## src/rtl/store_rmw_pkg.sv

```systemverilog
// Shared types and helpers for the store read-modify-write sequencer.
package store_rmw_pkg;

  typedef enum logic [1:0] {
    SZ_B = 2'b00,
    SZ_H = 2'b01,
    SZ_W = 2'b10,
    SZ_D = 2'b11
  } size_e;

  typedef enum logic [2:0] {
    ST_IDLE,
    ST_READ,
    ST_WAIT,
    ST_WRITE,
    ST_DONE
  } state_e;

  // Byte lanes touched by a store of the given size starting at lane.
  function automatic logic [7:0] byte_mask(input size_e sz, input logic [2:0] lane);
    logic [7:0] base;
    case (sz)
      SZ_B:    base = 8'h01;
      SZ_H:    base = 8'h03;
      SZ_W:    base = 8'h0F;
      default: base = 8'hFF;
    endcase
    return base << lane;
  endfunction

  function automatic logic misaligned(input size_e sz, input logic [2:0] low);
    logic mis;
    case (sz)
      SZ_H:    mis = low[0];
      SZ_W:    mis = |low[1:0];
      SZ_D:    mis = |low;
      default: mis = 1'b0;
    endcase
    return mis;
  endfunction

endpackage

```

## src/rtl/store_lane_merge.sv

```systemverilog
// Combinational byte-lane merge of right-aligned store data into a read doubleword.
// Zero latency; no flow control.
module store_lane_merge
  import store_rmw_pkg::*;
(
  input  logic [63:0] rdata_i,
  input  logic [63:0] data_i,
  input  logic [1:0]  size_i,
  input  logic [2:0]  lane_i,
  output logic [63:0] merged_o
);

  logic [7:0]  mask;
  logic [63:0] shifted;

  always_comb begin
    mask     = byte_mask(size_e'(size_i), lane_i);
    shifted  = data_i << {lane_i, 3'b000};
    merged_o = rdata_i;
    for (int k = 0; k < 8; k++) begin
      if (mask[k]) merged_o[8*k +: 8] = shifted[8*k +: 8];
    end
  end

endmodule

```

## src/rtl/store_rmw_ctrl.sv

```systemverilog
// Read-merge-write sequencer for sub-word stores; done lands RD_LAT+3 cycles after accept.
// Owns the memory port while busy, ignores req until back in IDLE. Option: STORE_RMW_FULL_SKIP_EN.
module store_rmw_ctrl
  import store_rmw_pkg::*;
#(
  parameter int unsigned RD_LAT = 1
) (
  input  logic        clk,
  input  logic        rst_n,
  input  logic        req,
  input  logic [63:0] addr,
  input  logic [1:0]  size,
  input  logic [63:0] data,
  output logic        busy,
  output logic        done,
  output logic        err,
  output logic        mem_rd,
  output logic        mem_wr,
  output logic [63:0] mem_addr,
  output logic [63:0] mem_wdata,
  input  logic [63:0] mem_rdata
);

  localparam logic [2:0] CNT_LOAD = 3'(RD_LAT - 1);

  state_e      state_q, state_d;
  logic [63:0] addr_q, addr_d;
  logic [1:0]  size_q, size_d;
  logic [63:0] data_q, data_d;
  logic [63:0] wdata_q, wdata_d;
  logic        err_q, err_d;
  logic [2:0]  cnt_q, cnt_d;
  logic [63:0] merged;

  store_lane_merge u_merge (
    .rdata_i  (mem_rdata),
    .data_i   (data_q),
    .size_i   (size_q),
    .lane_i   (addr_q[2:0]),
    .merged_o (merged)
  );

  always_comb begin
    state_d = state_q;
    addr_d  = addr_q;
    size_d  = size_q;
    data_d  = data_q;
    wdata_d = wdata_q;
    err_d   = err_q;
    cnt_d   = cnt_q;
    case (state_q)
      ST_IDLE: begin
        if (req) begin
          addr_d = addr;
          size_d = size;
          data_d = data;
          err_d  = 1'b0;
          if (misaligned(size_e'(size), addr[2:0])) begin
            err_d   = 1'b1;
            state_d = ST_DONE;
          end
`ifdef STORE_RMW_FULL_SKIP_EN
          // A full doubleword overwrites every lane, so the read is pointless.
          else if (size_e'(size) == SZ_D) begin
            wdata_d = data;
            state_d = ST_WRITE;
          end
`endif
          else begin
            state_d = ST_READ;
          end
        end
      end
      ST_READ: begin
        cnt_d   = CNT_LOAD;
        state_d = ST_WAIT;
      end
      ST_WAIT: begin
        if (cnt_q == 3'd0) begin
          wdata_d = merged;
          state_d = ST_WRITE;
        end else begin
          cnt_d = cnt_q - 3'd1;
        end
      end
      ST_WRITE: state_d = ST_DONE;
      ST_DONE: begin
        err_d   = 1'b0;
        state_d = ST_IDLE;
      end
      default: state_d = ST_IDLE;
    endcase
  end

  always_ff @(posedge clk or negedge rst_n) begin
    if (!rst_n) begin
      state_q <= ST_IDLE;
      addr_q  <= '0;
      size_q  <= '0;
      data_q  <= '0;
      wdata_q <= '0;
      err_q   <= 1'b0;
      cnt_q   <= '0;
    end else begin
      state_q <= state_d;
      addr_q  <= addr_d;
      size_q  <= size_d;
      data_q  <= data_d;
      wdata_q <= wdata_d;
      err_q   <= err_d;
      cnt_q   <= cnt_d;
    end
  end

  assign busy      = (state_q != ST_IDLE);
  assign done      = (state_q == ST_DONE);
  assign err       = (state_q == ST_DONE) && err_q;
  assign mem_rd    = (state_q == ST_READ);
  assign mem_wr    = (state_q == ST_WRITE);
  assign mem_addr  = {addr_q[63:3], 3'b000};
  assign mem_wdata = wdata_q;

endmodule

```

## config.mk

```make
export PLATFORM = sky130hd
export DESIGN_NAME = store_rmw_ctrl
export DESIGN_NICKNAME = d
export VERILOG_FILES = /design/src/rtl/store_rmw_pkg.sv /design/src/rtl/store_lane_merge.sv /design/src/rtl/store_rmw_ctrl.sv
export SDC_FILE = /design/constraint.sdc
export NUM_CORES = 1
export LEC_CHECK = 0
export ABC_AREA = 1
export CAP_MARGIN = 5
export CORE_UTILIZATION = 48
export DETAILED_ROUTE_END_ITERATION = 6
export HOLD_SLACK_MARGIN = 0.02
export MAX_ROUTING_LAYER = met4
export PLACE_DENSITY = 0.87
export SLEW_MARGIN = 10
export SYNTH_ARGS = -nofsm -noshare
export SYNTH_HDL_FRONTEND = slang
export SYNTH_SLANG_ARGS = --single-unit
export TNS_END_PERCENT = 100
```

## constraint.sdc

```tcl
create_clock -name clk -period 3.6 [get_ports clk]
set_input_delay 1.08 -clock clk [delete_from_list [all_inputs] [get_ports clk]]
set_output_delay 1.08 -clock clk [all_outputs]
set_load 0.005 [all_outputs]
```

* After elaboration in Yosys (flattened, before gate mapping)
Cells that the tools add are included.
** Operators by class
- Add/subtract/negate cells :: 1
- Equal/unequal tests :: 12
- Shifts and indexed selects :: 2
- Muxes and demuxes :: 21
- Reductions and logical operators :: 14
** Operators with widths (number)
- $mux 8 :: 8
- $shl 64x6->64 :: 1
- $pmux 8 s3 :: 1
- $mux 3 :: 4
- $pmux 3 s4 :: 1
- $reduce_and 2->1 :: 5
- $shl 8x3->8 :: 1
- $eq 2x2->1 const B :: 3
- $eq 3x2->1 const B :: 2
- $logic_not 3->1 :: 2
- $ne 2x2->1 const B :: 3
- $pmux 3 s2 :: 1
- $eq 2x1->1 const B :: 2
- $mux 1 :: 4
- $reduce_bool 2->1 :: 2
- $eq 3x1->1 const B :: 1
- $eq 3x3->1 const B :: 1
- $pmux 1 s3 :: 1
- $reduce_bool 3->1 :: 1
- $reduce_or 3->1 :: 1
- $sub 3x1->3 const B :: 1
- $logic_not 2->1 :: 1
- $pmux 1 s2 :: 1
- $reduce_or 2->1 :: 1
- $logic_and 1x1->1 :: 1
** Word-level totals
- Bits in registers :: 201
- Input port bits :: 197
- Output and inout port bits :: 133
- Logic and storage cells :: 57

* Logic depth before layout (Yosys ltp)
Gate-level depths: netlist of the first run.
- Word-level depth :: 7
- Depth in mapped cells :: 11
- Mapped depth without buffers :: 9

* Cells and area by module
A second synthesis of the first run with hierarchy kept.
** Unflattened totals
- Cell total of the unflattened synthesis :: 1551
- Area, all modules :: 11155.7 um^2
** Modules (own cells, without submodules)
- store_rmw_ctrl :: instances 1, cells each 954, area each 8488.1 um^2, sequential area each 5029.8 um^2
- store_lane_merge :: instances 1, cells each 597, area each 2667.6 um^2, sequential area each 0.0 um^2

* Worst setup path after synthesis of the first run
Ideal clock, no wire load.
- Kind :: input to register
- Start :: in req
- End :: reg addr_q[10]
- Setup time :: 0.066 ns
- Arrival :: 1.811 ns
- Data required time :: 3.534 ns
- Setup slack :: 1.723 ns
- Cell stages on the path :: 6
- Path buffers :: 2
- Cell sequence :: nand3_1 inv_1 buf_2 buf_2 nand2_1 nand2_1
** Between the ends
- Longest elaborated chain between the ends :: 1
** RTL lines
- start: declaration :: RTL line store_rmw_ctrl.sv:10 : input logic req,
- $reduce_and 2->1 (no line)
- end signal: assignment :: RTL line store_rmw_ctrl.sv:106 : addr_q <= addr_d;
- end: declaration :: RTL line store_rmw_ctrl.sv:27 : logic [63:0] addr_q, addr_d;
Every way passes these cells.
A chain may end at the register's enable or synchronous reset.

* Final worst setup path of the first run
- Start :: reg state_q[1]
- End :: out err
** Between the ends
- Longest elaborated chain between the ends :: 2
** RTL lines
- start: declaration :: RTL line store_rmw_ctrl.sv:26 : state_e state_q, state_d;
- start signal: assignment :: RTL line store_rmw_ctrl.sv:105 : state_q <= state_d;
- $eq 3x3->1 :: RTL line store_rmw_ctrl.sv:117 : assign err = (state_q == ST_DONE) && err_q;
- $logic_and 1x1->1 :: RTL line store_rmw_ctrl.sv:117
- end: declaration :: RTL line store_rmw_ctrl.sv:16 : output logic err,
Every way passes these cells.

==> results of run 1 <==
[power by group]
| part | total (W) | switching [W] | internal [W] |
|---|---|---|---|
| registers | 0.00417 | 0.000811 | 0.00336 |
| clock network | 0.00219 | 0.000899 | 0.00129 |
| logic | 0.00676 | 0.00392 | 0.00284 |
[cells in the mapped netlist]
| library cell | number |
|---|---|
| nor4_1 | 1 |
| clkinv_2 | 1 |
| clkbuf_1 | 16 |
| nor2_1 | 37 |
| or2_2 | 8 |
| a21boi_1 | 8 |
| nand2_4 | 1 |
| inv_1 | 76 |
| nand3_1 | 162 |
| nand2_1 | 683 |
| nor2_4 | 1 |
| conb_1 | 1 |
| buf_2 | 46 |
| nor2_8 | 2 |
| dfrtp_1 | 201 |
| ha_1 | 2 |
| o21ai_0 | 80 |
| inv_4 | 3 |
| nor3_1 | 3 |
| and2_1 | 4 |
| inv_2 | 1 |
| a21oi_2 | 1 |
| buf_6 | 1 |
| nand2_2 | 2 |
| o21ai_4 | 1 |
| o22ai_1 | 2 |
| nand3b_1 | 8 |
| a21boi_0 | 8 |
| or2_0 | 1 |
| nor2_2 | 2 |
| nor3_4 | 1 |
| o21ai_1 | 6 |
| buf_4 | 67 |
| a21oi_1 | 21 |
| buf_1 | 8 |
[sequential cells by signal, indices dropped and copies added (netlist names)]
name and flops:
data_q 64, mem_wdata 64, cnt_q 3, err_q 1, state_q 3, addr_q 64
size_q 2
[cells by family (layout without fill, tap and decap cells)]
kind of cell,Yosys count,in the layout,synth area share [%]
simple gates,916,916,35.4
buf+inv,219,461,10.7
flops,201,201,47.1
compound gates,127,127,6.49
fa+ha+maj,2,2,0.234
other cells,1,6,0.0351
[routing by layer]
layer	wire length, um	vias up	GRT usage (%)
met5	0	-	-
met4	1290	0	12.2
met3	3260	77	6.84
met2	16000	523	47.9
met1	13200	4828	37.6
li1	-	5008	-
[metrics by stage]
step	total power [W]	instances	area, sq um	utilization [%]	worst slack [ns]
after floorplan	0.00826	1468	10700	-	1.72
after global placement	0.0107	1951	13700	62.6	0.861
after detailed placement	0.0109	1951	13700	62.6	0.788
after CTS	0.0131	1990	14300	65.7	0.650
after global routing	0.0141	1992	14300	65.7	0.573
final	0.0131	1993	14300	65.7	0.661
[worst paths after layout]
path,end,depth (start not counted)
min in group asynchronous,mem_wdata[57],1
max in group asynchronous,addr_q[61],2
max,err,2
min,addr_q[55],2
min reg2reg,addr_q[55],2
max reg2reg,mem_wdata[23],9
[area by class of cell]
| class | count | area [sq um] | area share (%) |
|---|---|---|---|
| diodes | 3 | 7.51 | 0.0523 |
| clock buffers | 35 | 641 | 4.47 |
| clock inverters | 4 | 45.0 | 0.314 |
| inverters | 81 | 315 | 2.20 |
| multi-input cells | 1048 | 4530 | 31.6 |
| flip-flops and latches | 201 | 5030 | 35.1 |
| well taps | 280 | 350 | 2.44 |
| repair buffers | 341 | 3430 | 23.9 |
[critical path: cells and delay by family (launching register included)]
family        cells  cell delay, ns
flops             1            0.45
simple gates      1            0.32
buf+inv           1            0.58
==> results.md, run 1 <==
- First-pass GRT wire length: 51.3 mm
- Hold WC Path Type: flip-flop to flip-flop
- WP data required: 2.52 ns
- CP Capture Type: output port
- Fmax: 0.340 GHz
- Sequential cell area fraction in the yosys report: 47.1%
- Post-Route Setup TNS: 0 ns
- Final Critical Period: 2.94 ns
- #FFs+latches synth: 201
- Post-Syn Area per Cell: 7.28 sq um
- Hold_sp: addr_q[55]
- Setup Buffers After CTS: 0
- Port Buffers: 326
- Total routed wirelength: 33.8 mm
- Starting density of the core: 48.9%
- Area delta synth->final: 34.3%
- Main area contributors after synthesis: dfrtp_1, nand2_1, nand3_1, buf_4, o21ai_0
- Slew HR: 43.1%
- Antenna violation net count after detailed routing: 0
- LEAKAGE: 7.07 nW
- Post_cts resized: 0
- Setup crit start kind: flip-flop
- Tcrit/Tclk final: 81.6%
- Setup crit start: state_q[1]
- RSZ-0062 raised after global routing: false
- FF-to-FF setup slack: 1.36 ns
- Die area: 22800 sq um
- Die width: 151 um
- Final Hold Violating Endpoints: 0
- Total core area: 21800 sq um
- CP peak stage delay: 0.58 ns
- Nets: 1894
- Largest net degree at the start of global routing: 82
- Cell at the slowest stage of the critical path: clkdlybuf4s50_1
- DR iter-0 viols: 919
- Cell count after synthesis: 1466
- Max IR drop VDD: 588 uV
- Initial antenna violation count: 2
- Most common cell after layout, fill and taps aside: nand2_1
- Most frequent cells in the layout: nand2_1, clkdlybuf4s50_1, dfrtp_1, nand3_1, o21ai_0
- CTS clk-pin slew, worst paths: 0.06 ns
- Gpl congestion: 0.982
- Hold WS: 0.477 ns
- Failing checks: design-rule violations
- Status: finished, violations left
- CTS tree: yes
- Via count: 10400
- Synthesized cell area: 10700 sq um
- Num CTS Buffers: 22
- Clock Sink Count: 201
- Final setup fails: 0
- Synth cell types: 35
- Die Y: 151 um
- Arrival time worst endpoint: 1.86 ns
- Max Slew Vio Count: 0
- Yosys top cell by area: dfrtp_1
- Max cap viols: 0
- Yosys Warn Count: 0
- CP Class: flip-flop to output port
- Root buffer cell: clkbuf_16
- Number of fill cells: 1832
- CP cell instances: nor4_1, clkdlybuf4s50_1
- Top cell type's share of synthesized area: 47.1%
- Slew of the pin with the lowest slew margin: 0.852 ns
- Vias in the first global route: 9934
- Layout cells sized above 1: 4.27%
- Hold-fix buffers at CTS: 0
- Clock skew: 0.00918 ns
- Routed len/inst: 16.9 um
- H-Tree Level Count: 1
- Pwr Density: 914 nW/um^2
- Post-route DRC: 3
- Global Route Usage Sum: 30.3%
- Dpl hpwl: 24.8 mm
- FF-to-FF Start: cnt_q[0]
- CP max FO: 7
- Vias/cell: 5.24
- I/O pin count: 330
- Drt pass-1 iters: 7
- Row cnt: 54
- Overflow left after global routing: 0
- Clock Latency Late Sink: 0.50 ns
- Clock Path Buffers: 3
Note: power is estimated with default switching activity, not from simulation.
==> run 2: changes to the inputs <==
--- a/config.mk
+++ b/config.mk
@@ -7,11 +7,11 @@
 export LEC_CHECK = 0
 export ABC_AREA = 1
 export CAP_MARGIN = 5
-export CORE_UTILIZATION = 48
+export CORE_UTILIZATION = 43
 export DETAILED_ROUTE_END_ITERATION = 6
 export HOLD_SLACK_MARGIN = 0.02
 export MAX_ROUTING_LAYER = met4
-export PLACE_DENSITY = 0.87
+export PLACE_DENSITY = 0.83
 export SLEW_MARGIN = 10
 export SYNTH_ARGS = -nofsm -noshare
 export SYNTH_HDL_FRONTEND = slang
==> constraint.sdc (replaced) <==
create_clock -name clk -period 2.46 [get_ports clk]
set_input_delay 0.738 -clock clk [delete_from_list [all_inputs] [get_ports clk]]
set_output_delay 0.738 -clock clk [all_outputs]
set_load 0.005 [all_outputs]
==> results.md, run 2 (synthesis gave the netlist of run 1 again) <==
- Setup crit start kind: flip-flop
- CP Class: flip-flop to output port
- LEAKAGE: 7.26 nW
- Most common cell after layout, fill and taps aside: nand2_1
- Clock Sink Count: 201
- Num CTS Buffers: 22
- CP peak stage delay: 0.39 ns
- Buffers plus inverters on the worst setup path: 2
- Nets: 1907
- Root buffer cell: clkbuf_16
- WP data required: 1.72 ns
- Switching share of power: 41.9%
- Row cnt: 57
- Clock network power share: 19.0%
- DR iter-0 viols: 971
- Arrival time worst endpoint: 1.58 ns
- Vias/cell: 5.14
- Largest net degree at the start of global routing: 66
- Post-route DRC: 0
- Slew of the pin with the lowest slew margin: 0.542 ns
- Tcrit/Tclk final: 94.3%
- Status: completed
- H-Tree Level Count: 1
- Dpl hpwl: 25.9 mm
- Overflow left after global routing: 0
- Port Buffers: 326
- Pint: 0.0117 W
- Final Hold Violating Endpoints: 0
- Max Slew Vio Count: 0
- Hold-fix buffers at CTS: 0
- Fmax: 0.431 GHz
- Net switching power: 0.00841 W
- Die width: 160 um
- Slew HR: 63.8%
- Final Critical Period: 2.32 ns
- Clock Path Buffers: 3
- First-pass GRT wire length: 54.1 mm
- Antenna violation net count after detailed routing: 0
- Drt pass-1 iters: 5
- Gpl congestion: 0.924
- Total core area: 24300 sq um
- RSZ-0062 raised after global routing: false
- CP Capture Type: output port
- Clock skew: 0.0116 ns
- Pwr Density: 1360 nW/um^2
- Seq pwr share: 30.5%
- I/O pin count: 330
- Routed len/inst: 17.0 um
- Comb pwr share: 50.5%
- CP top delay family: buffers and inverters
- Area delta synth->final: 38.1%
- CTS tree: yes
- Initial antenna violation count: 3
- CP max FO: 3
- Vias in the first global route: 10100
- Max IR drop VDD: 662 uV
- Hold WC Path Type: input port to async pin
- Max cap viols: 0
- CP cell instances: buf_4, nor4_1, dlygate4sd2_1
- Clock Latency Late Sink: 0.51 ns
- Final setup fails: 0
- Layout cells sized above 1: 5.75%
- Die area: 25500 sq um
- CTS clk-pin slew, worst paths: 0.06 ns
- Starting density of the core: 43.9%
- Setup WS post-layout: 0.139 ns
- Via count: 10500
- Most frequent cells in the layout: nand2_1, clkdlybuf4s50_1, dfrtp_1, nand3_1, o21ai_0
- Post-Place Setup Slack: 0.331 ns
- Post-Route Setup TNS: 0 ns
- Die Y: 160 um
- Total routed wirelength: 34.8 mm
- Global Route Usage Sum: 27.9%
- Cell at the slowest stage of the critical path: dfrtp_1
==> run 2: cell types whose count changed in the layout (fill, tap and decap cells not counted), moves of 5 or more <==
cell,previous run,this run
buf_12,4,10
buf_4,11,18
bufinv_16,1,6
clkbuf_1,10,1
clkdlybuf4s50_1,325,320
dlygate4sd2_1,0,5
==> run 2: metal layers <==
layer,routed length (um),GRT usage [%],share of wire (%),vias to the layer above
met1,14200,34.6,41,4886
met5,0,-,0,-
li1,-,-,-,5022
met3,2960,5.63,8.5,92
met4,1360,10.9,3.9,0
met2,16200,44.7,47,527
==> run 2: per-stage QoR <==
stage	std cells	hold slack (ns)	instance area [sq um]	util (%)	power, W
final	2050	0.213	14700	60.6	0.0201
after floorplan	1468	0.442	10700	-	0.0121
after global placement	2006	0.462	13900	57.0	0.0159
after CTS	2047	0.233	14700	60.6	0.0201
after detailed placement	2006	0.464	13900	57.0	0.0161
after global routing	2050	0.250	14700	60.6	0.0215
==> run 2: worst register-to-register path, stage by stage, from the launching register on <==
cell and delay, ns:
dfrtp_1 0.39, buf_4 0.15, nor2_4 0.10, buf_4 0.14, nand2_1 0.12, nor2_4 0.27, buf_4 0.33, buf_4 0.21
nand3_1 0.08, nand2_1 0.06
==> run 2: final timing paths <==
| kind | start | to | slack (ns) | cells after the start |
|---|---|---|---|---|
| max | state_q[0] | err | 0.14 | 3 |
| min | rst_n | mem_wdata[56] | 0.21 | 1 |
| max reg2reg | state_q[0] | mem_wdata[36] | 0.54 | 9 |
| min reg2reg | addr_q[8] | addr_q[8] | 0.48 | 2 |
| max in group asynchronous | rst_n | mem_wdata[30] | 1.63 | 2 |
| min in group clk | addr_q[8] | addr_q[8] | 0.48 | 2 |
==> run 2: power groups by stage <==
stage,Clock (W),Sequential [W],Combinational (W)
after floorplan,0,0.00579,0.00629
after global placement,0,0.00610,0.00980
after detailed placement,0,0.00611,0.0100
after CTS,0.00386,0.00610,0.0101
after global routing,0.00399,0.00630,0.0112
final,0.00382,0.00613,0.0101
==> run 2: timing repair <==
item | in CTS | in global routing
gates resized for setup | 10 | 0
setup endpoints to repair | 5 | 0
hold endpoints to repair | 0 | 0
buffers inserted | 2 | 0
==> run 2: area by class of cell <==
type / instances / area, sq um
Tap cell: 324 / 405
Clock inverter: 11 / 211
Fill cell: 2129 / 9570
Inverter: 81 / 315
Multi-Input combinational cell: 1048 / 4540
Timing Repair Buffer: 354 / 3600
Clock buffer: 28 / 634
Sequential cell: 201 / 5030
Antenna cell: 3 / 7.51
